**src/rtl/issue_dispatcher_if.sv**
```systemverilog
// ============================================================================
//  Module      : issue_dispatcher_if
//  Description : Bundles the issue-FIFO head, wakeup sources (scoreboard and
//                CDB) and the execution-unit valid/ready handshake seen by
//                the issue dispatcher.
//                master : the dispatcher (pops the FIFO, drives ex_*)
//                slave  : the environment (FIFO, scoreboard, CDB, FU latch)
//  Revision    : 1.0  initial release
// ============================================================================
`default_nettype none

interface issue_dispatcher_if #(
    parameter int DATA_W   = 128,
    parameter int NUM_PREG = 64,
    parameter int PREG_W   = $clog2(NUM_PREG)
);
    // Issue FIFO head (show-ahead)
    logic                fifo_empty;
    logic [DATA_W-1:0]   fifo_rdata;
    logic [PREG_W-1:0]   fifo_ps1;
    logic [PREG_W-1:0]   fifo_ps2;
    logic                fifo_use1;
    logic                fifo_use2;
    logic                fifo_read_en;
    // Wakeup sources
    logic [NUM_PREG-1:0] preg_ready;
    logic                cdb_valid;
    logic [PREG_W-1:0]   cdb_tag;
    // Execution-unit handshake
    logic                ex_valid;
    logic                ex_ready;
    logic [DATA_W-1:0]   ex_data;

    modport master (
        input  fifo_empty, fifo_rdata, fifo_ps1, fifo_ps2, fifo_use1, fifo_use2,
        output fifo_read_en,
        input  preg_ready, cdb_valid, cdb_tag,
        output ex_valid, ex_data,
        input  ex_ready
    );

    modport slave (
        output fifo_empty, fifo_rdata, fifo_ps1, fifo_ps2, fifo_use1, fifo_use2,
        input  fifo_read_en,
        output preg_ready, cdb_valid, cdb_tag,
        input  ex_valid, ex_data,
        output ex_ready
    );
endinterface

`default_nettype wire

```
**src/rtl/issue_dispatcher.sv**
```systemverilog
// ============================================================================
//  Module      : issue_dispatcher
//  Description : In-order consumer of the per-unit issue FIFO. Pops the head
//                entry once both source operands are ready (scoreboard bit or
//                same-cycle CDB bypass) and presents it to one execution unit
//                through a single output register with valid/ready handshake.
//                Keeps issue and operand-stall performance counters.
//  Ports       : clk, rst_n (async, active low), flush (sync)
//                bus          - issue_dispatcher_if.master (FIFO head, wakeup,
//                               execution-unit handshake)
//                issue_count  - entries accepted by the execution unit
//                stall_count  - cycles the head was blocked on operands
//  Revision    : 1.0  initial release
// ============================================================================
`default_nettype none

module issue_dispatcher #(
    parameter int DATA_W   = 128,
    parameter int NUM_PREG = 64,
    parameter int PREG_W   = $clog2(NUM_PREG),
    parameter int CNT_W    = 32
) (
    input  logic                 clk,
    input  logic                 rst_n,
    input  logic                 flush,
    issue_dispatcher_if.master   bus,
    output logic [CNT_W-1:0]     issue_count,
    output logic [CNT_W-1:0]     stall_count
);

    logic              w_src1_ready;
    logic              w_src2_ready;
    logic              w_head_ok;
    logic              w_slot_free;
    logic              w_pop;
    logic              w_transfer;
    logic              w_stall;

    logic              r_ex_valid;
    logic [DATA_W-1:0] r_ex_data;
    logic [CNT_W-1:0]  r_issue_count;
    logic [CNT_W-1:0]  r_stall_count;

    // Tag 0 is the hard-wired always-ready register, so a CDB broadcast of
    // tag 0 can never change the outcome.
    assign w_src1_ready = !bus.fifo_use1
                        || (bus.fifo_ps1 == '0)
                        || bus.preg_ready[bus.fifo_ps1]
                        || (bus.cdb_valid && (bus.cdb_tag == bus.fifo_ps1));

    assign w_src2_ready = !bus.fifo_use2
                        || (bus.fifo_ps2 == '0)
                        || bus.preg_ready[bus.fifo_ps2]
                        || (bus.cdb_valid && (bus.cdb_tag == bus.fifo_ps2));

    assign w_head_ok   = !bus.fifo_empty && w_src1_ready && w_src2_ready;
    assign w_slot_free = !r_ex_valid || bus.ex_ready;
    assign w_transfer  = r_ex_valid && bus.ex_ready;
    assign w_stall     = !bus.fifo_empty && !(w_src1_ready && w_src2_ready) && !flush;

    // rst_n gates the pop so the FIFO is never drained while held in reset
    // (the output register is empty then, which would otherwise free the slot).
    assign w_pop = w_head_ok && w_slot_free && !flush && rst_n;

    always_ff @(posedge clk or negedge rst_n) begin
        if (!rst_n) begin
            r_ex_valid    <= 1'b0;
            r_ex_data     <= '0;
            r_issue_count <= '0;
            r_stall_count <= '0;
        end else begin
            // A transfer in the same cycle as a flush still completed at the
            // execution unit, so it is counted.
            if (w_transfer) begin
                r_issue_count <= r_issue_count + CNT_W'(1);
            end
            if (w_stall) begin
                r_stall_count <= r_stall_count + CNT_W'(1);
            end

            if (flush) begin
                r_ex_valid <= 1'b0;
            end else if (w_pop) begin
                r_ex_valid <= 1'b1;
                r_ex_data  <= bus.fifo_rdata;
            end else if (w_transfer) begin
                r_ex_valid <= 1'b0;
            end
        end
    end

    assign bus.fifo_read_en = w_pop;
    assign bus.ex_valid     = r_ex_valid;
    assign bus.ex_data      = r_ex_data;
    assign issue_count      = r_issue_count;
    assign stall_count      = r_stall_count;

endmodule

`default_nettype wire

```
**src/flat_wrapper.sv**
```systemverilog
// flat-port wrapper written by rule: the top's interface ports become plain ports
module issue_dispatcher_flat 
#(
    parameter int DATA_W   = 128,
    parameter int NUM_PREG = 64,
    parameter int PREG_W   = $clog2(NUM_PREG),
    parameter int CNT_W    = 32
)
  (clk, rst_n, flush, issue_count, stall_count, bus_fifo_empty, bus_fifo_rdata, bus_fifo_ps1, bus_fifo_ps2, bus_fifo_use1, bus_fifo_use2, bus_fifo_read_en, bus_preg_ready, bus_cdb_valid, bus_cdb_tag, bus_ex_valid, bus_ex_data, bus_ex_ready);
  issue_dispatcher_if #(.DATA_W(DATA_W), .NUM_PREG(NUM_PREG), .PREG_W(PREG_W)) bus_i ();
  input  logic clk;
  input  logic rst_n;
  input  logic flush;
  output logic [CNT_W-1:0] issue_count;
  output logic [CNT_W-1:0] stall_count;
  input wire logic [$bits(bus_i.fifo_empty)-1:0] bus_fifo_empty;
  input wire logic [$bits(bus_i.fifo_rdata)-1:0] bus_fifo_rdata;
  input wire logic [$bits(bus_i.fifo_ps1)-1:0] bus_fifo_ps1;
  input wire logic [$bits(bus_i.fifo_ps2)-1:0] bus_fifo_ps2;
  input wire logic [$bits(bus_i.fifo_use1)-1:0] bus_fifo_use1;
  input wire logic [$bits(bus_i.fifo_use2)-1:0] bus_fifo_use2;
  output wire logic [$bits(bus_i.fifo_read_en)-1:0] bus_fifo_read_en;
  input wire logic [$bits(bus_i.preg_ready)-1:0] bus_preg_ready;
  input wire logic [$bits(bus_i.cdb_valid)-1:0] bus_cdb_valid;
  input wire logic [$bits(bus_i.cdb_tag)-1:0] bus_cdb_tag;
  output wire logic [$bits(bus_i.ex_valid)-1:0] bus_ex_valid;
  output wire logic [$bits(bus_i.ex_data)-1:0] bus_ex_data;
  input wire logic [$bits(bus_i.ex_ready)-1:0] bus_ex_ready;
  assign bus_i.fifo_empty = bus_fifo_empty;
  assign bus_i.fifo_rdata = bus_fifo_rdata;
  assign bus_i.fifo_ps1 = bus_fifo_ps1;
  assign bus_i.fifo_ps2 = bus_fifo_ps2;
  assign bus_i.fifo_use1 = bus_fifo_use1;
  assign bus_i.fifo_use2 = bus_fifo_use2;
  assign bus_fifo_read_en = bus_i.fifo_read_en;
  assign bus_i.preg_ready = bus_preg_ready;
  assign bus_i.cdb_valid = bus_cdb_valid;
  assign bus_i.cdb_tag = bus_cdb_tag;
  assign bus_ex_valid = bus_i.ex_valid;
  assign bus_ex_data = bus_i.ex_data;
  assign bus_i.ex_ready = bus_ex_ready;
  issue_dispatcher #(.DATA_W(DATA_W), .NUM_PREG(NUM_PREG), .PREG_W(PREG_W), .CNT_W(CNT_W)) u_core (.clk(clk), .rst_n(rst_n), .flush(flush), .bus(bus_i), .issue_count(issue_count), .stall_count(stall_count));
endmodule
```
**config.mk**
```make
export PLATFORM = sky130hd
export DESIGN_NAME = issue_dispatcher_flat
export DESIGN_NICKNAME = d
export VERILOG_FILES = /design/src/rtl/issue_dispatcher_if.sv /design/src/rtl/issue_dispatcher.sv /design/src/flat_wrapper.sv
export SDC_FILE = /design/constraint.sdc
export NUM_CORES = 1
export LEC_CHECK = 0
export ABC_AREA = 1
export CAP_MARGIN = 10
export CORE_MARGIN = 2
export CORE_UTILIZATION = 40
export CTS_CLUSTER_DIAMETER = 200
export DETAILED_ROUTE_END_ITERATION = 10
export HOLD_SLACK_MARGIN = 0.06
export PLACE_DENSITY = 0.74
export SLEW_MARGIN = 10
export SYNTH_ARGS = -nofsm -noshare
export SYNTH_HDL_FRONTEND = slang
export SYNTH_SLANG_ARGS = --single-unit
```
**constraint.sdc**
```tcl
create_clock -name clk -period 1.9 [get_ports clk]
set_clock_uncertainty 0.1 [all_clocks]
set_input_delay 0.285 -clock clk [delete_from_list [all_inputs] [get_ports clk]]
set_output_delay 0.285 -clock clk [all_outputs]
set_load 0.05 [all_outputs]
```
==> out/qor.csv <==
stage,metric,value,unit
floorplan,die_area,27250,µm²
floorplan,die_h,165.1,µm
timing,relSlewSlack,0.4321,
placed_design,portBuffers,411,
finish,layout-drive-gt1-share,0.2447,
finish,area_growth,62.47,%
worst_hold_path,min_path_type,input pin to async pin,
grt,grt.overflow.total,0,
power,sw_frac_of_total,0.4582,
detailed_routing,drc,0,
timing,fin_crit_sh,1.108,
worst_setup_path,path_class,input pin to output port,
floorplan,die_w,165.1,µm
clock_network,cts_root_buf,clkbuf_16,
timing,period_needed,2.105,ns
yosys,yosysWarnings,0,
placed_design,hpwl,29520,µm
yosys,netlist_instances,1363,
yosys,syn_nets,1583,
clock_network,clock-sinks,193,
detailed_routing,ant_nets,0,
grt,grt_max_degree,124,
worst_setup_path,cp.required,1.51,ns
clock_network,clockBufferDepth,2,
finish,nNetsFinal,2062,
timing,hold_violations,0,
clock_network,cts_buffers,17,
detailed_routing,wl_per_cell,19.02,µm
power,power_frac_clock,0.239,
power,intPower,0.009119,W
power,power.switching,0.007713,W
clock_network,cts_htree_levels,4,
worst_setup_path,startpoint_type,input pin,
power,power.density,998.2,nW/µm²
worst_setup_path,setup.worst_path.end_class,output port,
timing,setup-tns-final,-0.4781,ns
floorplan,coreArea,25330,µm²
run,drv_cap,0,
grt,grt_pass1_vias,11320,
timing,finalMaxSlewViolations,0,
placed_design,dp.cells,2117,
floorplan,row_count,58,
timing,hold_ws,0.1785,ns
detailed_routing,drt_iter0_markers,798,
detailed_routing,routed_via_density,5.397,
yosys,seq_area_frac_synth,0.4653,
floorplan,ioPinCount,412,
clock_network,cts.clk_slew.worst_paths,0.09,ns
worst_setup_path,crit_fanout,8,
detailed_routing,vias,11820,
finish,final_cell_mix,"537 x nand2_1, 229 x buf_4, 176 x dfrtp_1",
floorplan,initial_core_util,0.4098,
finish,fin_util,0.6658,
timing,setup_violations,9,
power,combPwrFrac,0.431,
yosys,syn_area_per_cell,7.615,µm²
yosys,synth_area,10380,µm²
detailed_routing,first_pass_iters,7,
worst_setup_path,cp.arrival,1.72,ns
timing,fmax,475.0,MHz
run_status,status,"complete, but fails checks",
clock_network,clkLatencyLatePin,0.45,ns
timing,layout_setup_ws,-0.2053,ns
placed_design,gp_congestion,0.9333,
finish,layout_commonest_cell,nand2_1,
clock_network,cts_tree,done,
power,power_frac_seq,0.330,
grt,antenna_found_initial,6,
detailed_routing,routed_wl,41670,µm
worst_setup_path,r2r_setup_slack,-0.08,ns
placed_design,post-place-ws,-0.8169,ns
power,peakVddDrop,658.1,µV
grt,gr-usage-all-layers,0.2904,
finish,stdcell_count,2191,
timing,tightest_slew,0.8518,ns
power,p_leak,8.623,nW
grt,grt_pass1_wl,61310,µm
timing,rsz0062_at_grt,yes,
run_status,violations,setup timing,
yosys,synth_cell_types,28,
yosys,synth_seq_cells,193,
## cells by family after synthesis
| family | synth area share |
|---|---|
| adder cells (fa/ha/maj) | 0.002411 |
| flip-flops | 0.4653 |
| XOR/XNOR | 0.05316 |
| AO/OA/AOI/OAI | 0.006148 |
| buffers and inverters | 0.06401 |
| AND/OR/NAND/NOR | 0.4089 |
## cell usage after synthesis
cell	n	area share
nor4_1	8	0.0048
inv_1	40	0.014
nand2_1	568	0.21
xnor2_1	24	0.020
clkbuf_1	17	0.0061
nand3_2	3	0.0029
nand2_2	1	0.00060
inv_2	1	0.00036
o31ai_1	1	0.00072
nor3b_1	1	0.00072
o21ai_0	3	0.0014
buf_4	22	0.016
nand3_1	160	0.077
a21oi_1	2	0.00096
o21ai_1	1	0.00048
dfrtp_1	193	0.47
clkinv_1	2	0.00072
nand4_1	150	0.090
buf_2	45	0.022
a211oi_1	1	0.00072
buf_1	2	0.00072
nor3_1	16	0.0077
inv_4	3	0.0018
nor2_1	53	0.019
ha_1	2	0.0024
xor2_1	39	0.033
o22ai_1	3	0.0018
buf_6	2	0.0022
## worst paths after layout
check / start / end / depth (start not counted)
max reg2reg: u_core.issue_count[1]$_DFFE_PN0P_ / u_core.issue_count[22]$_DFFE_PN0P_ / 10
min reg2reg: u_core.bus.ex_data[105]$_DFFE_PN0P_ / u_core.bus.ex_data[105]$_DFFE_PN0P_ / 2
min in group clk: bus_fifo_rdata[44] / u_core.bus.ex_data[44]$_DFFE_PN0P_ / 3
min: rst_n / u_core.stall_count[29]$_DFFE_PN0P_ / 2
max: bus_fifo_ps2[0] / bus_fifo_read_en / 14
max in group asynchronous: rst_n / u_core.issue_count[6]$_DFFE_PN0P_ / 3
## routing by layer
metal	vias to the layer above	GRT usage	wire, µm	part of all wire
li1	5504	-	-	-
met2	600	0.4958	21040	0.50
met5	-	0	0	0
met1	5614	0.3556	15890	0.38
met4	0	0.1170	1363	0.033
met3	106	0.06568	3380	0.081
## per-stage QoR
stage | instance area, µm² | power [W]
3_5_place_dp | 15320 | 0.01284
6_report | 16860 | 0.01683
5_1_grt | 16860 | 0.01752
4_1_cts | 16370 | 0.01676
3_3_place_gp | 15320 | 0.01273
2_1_floorplan | 10580 | 0.009820
## repair_timing
item | CTS | global route
buffers inserted | 20 | 7
pin swaps | 66 | 74
gates cloned | 8 | 5
resized for setup | 199 | 98
hold buffers | 1 | 0
setup endpoints to repair | 211 | 161
endpoints found under the hold margin | 193 | 0
## registers in the layout, summed over array words and instances (netlist names)
signal,flops
u_core.stall_count,32
u_core.bus.ex_data,128
u_core.bus.ex_valid,1
u_core.issue_count,32
## power by group through the flow
stage | sequential (W) | clock, W | combinational, W
finish | 0.00555 | 0.00402 | 0.00726
detailed placement | 0.00558 | 0 | 0.00725
global route | 0.00565 | 0.00423 | 0.00764
floorplan | 0.00851 | 0 | 0.00131
CTS | 0.00553 | 0.00406 | 0.00717
global placement | 0.00559 | 0 | 0.00714
## critical path, stage by stage
cell	delay, ns
buf_8	0.10
buf_12	0.16
buf_16	0.17
nand2_4	0.08
nand3_2	0.08
nand3_2	0.08
nand2_2	0.07
nand2_2	0.06
nand3_2	0.07
nand3_2	0.09
nand3_4	0.08
nand3_4	0.10
clkinvlp_4	0.11
buf_12	0.16
## cell type report
type | instances | area (µm²)
fill | 2170 | 8464
multi-input combinational | 1036 | 5439
timing repair buffer | 544 | 5219
sequential | 193 | 4851
clock buffer | 17 | 425.4
tap | 330 | 412.9
inverter | 46 | 237.7
clock inverter | 15 | 225.2
timing repair inverter | 4 | 37.54
antenna | 6 | 15.01
No activity file was read; power rests on OpenSTA's default activity.
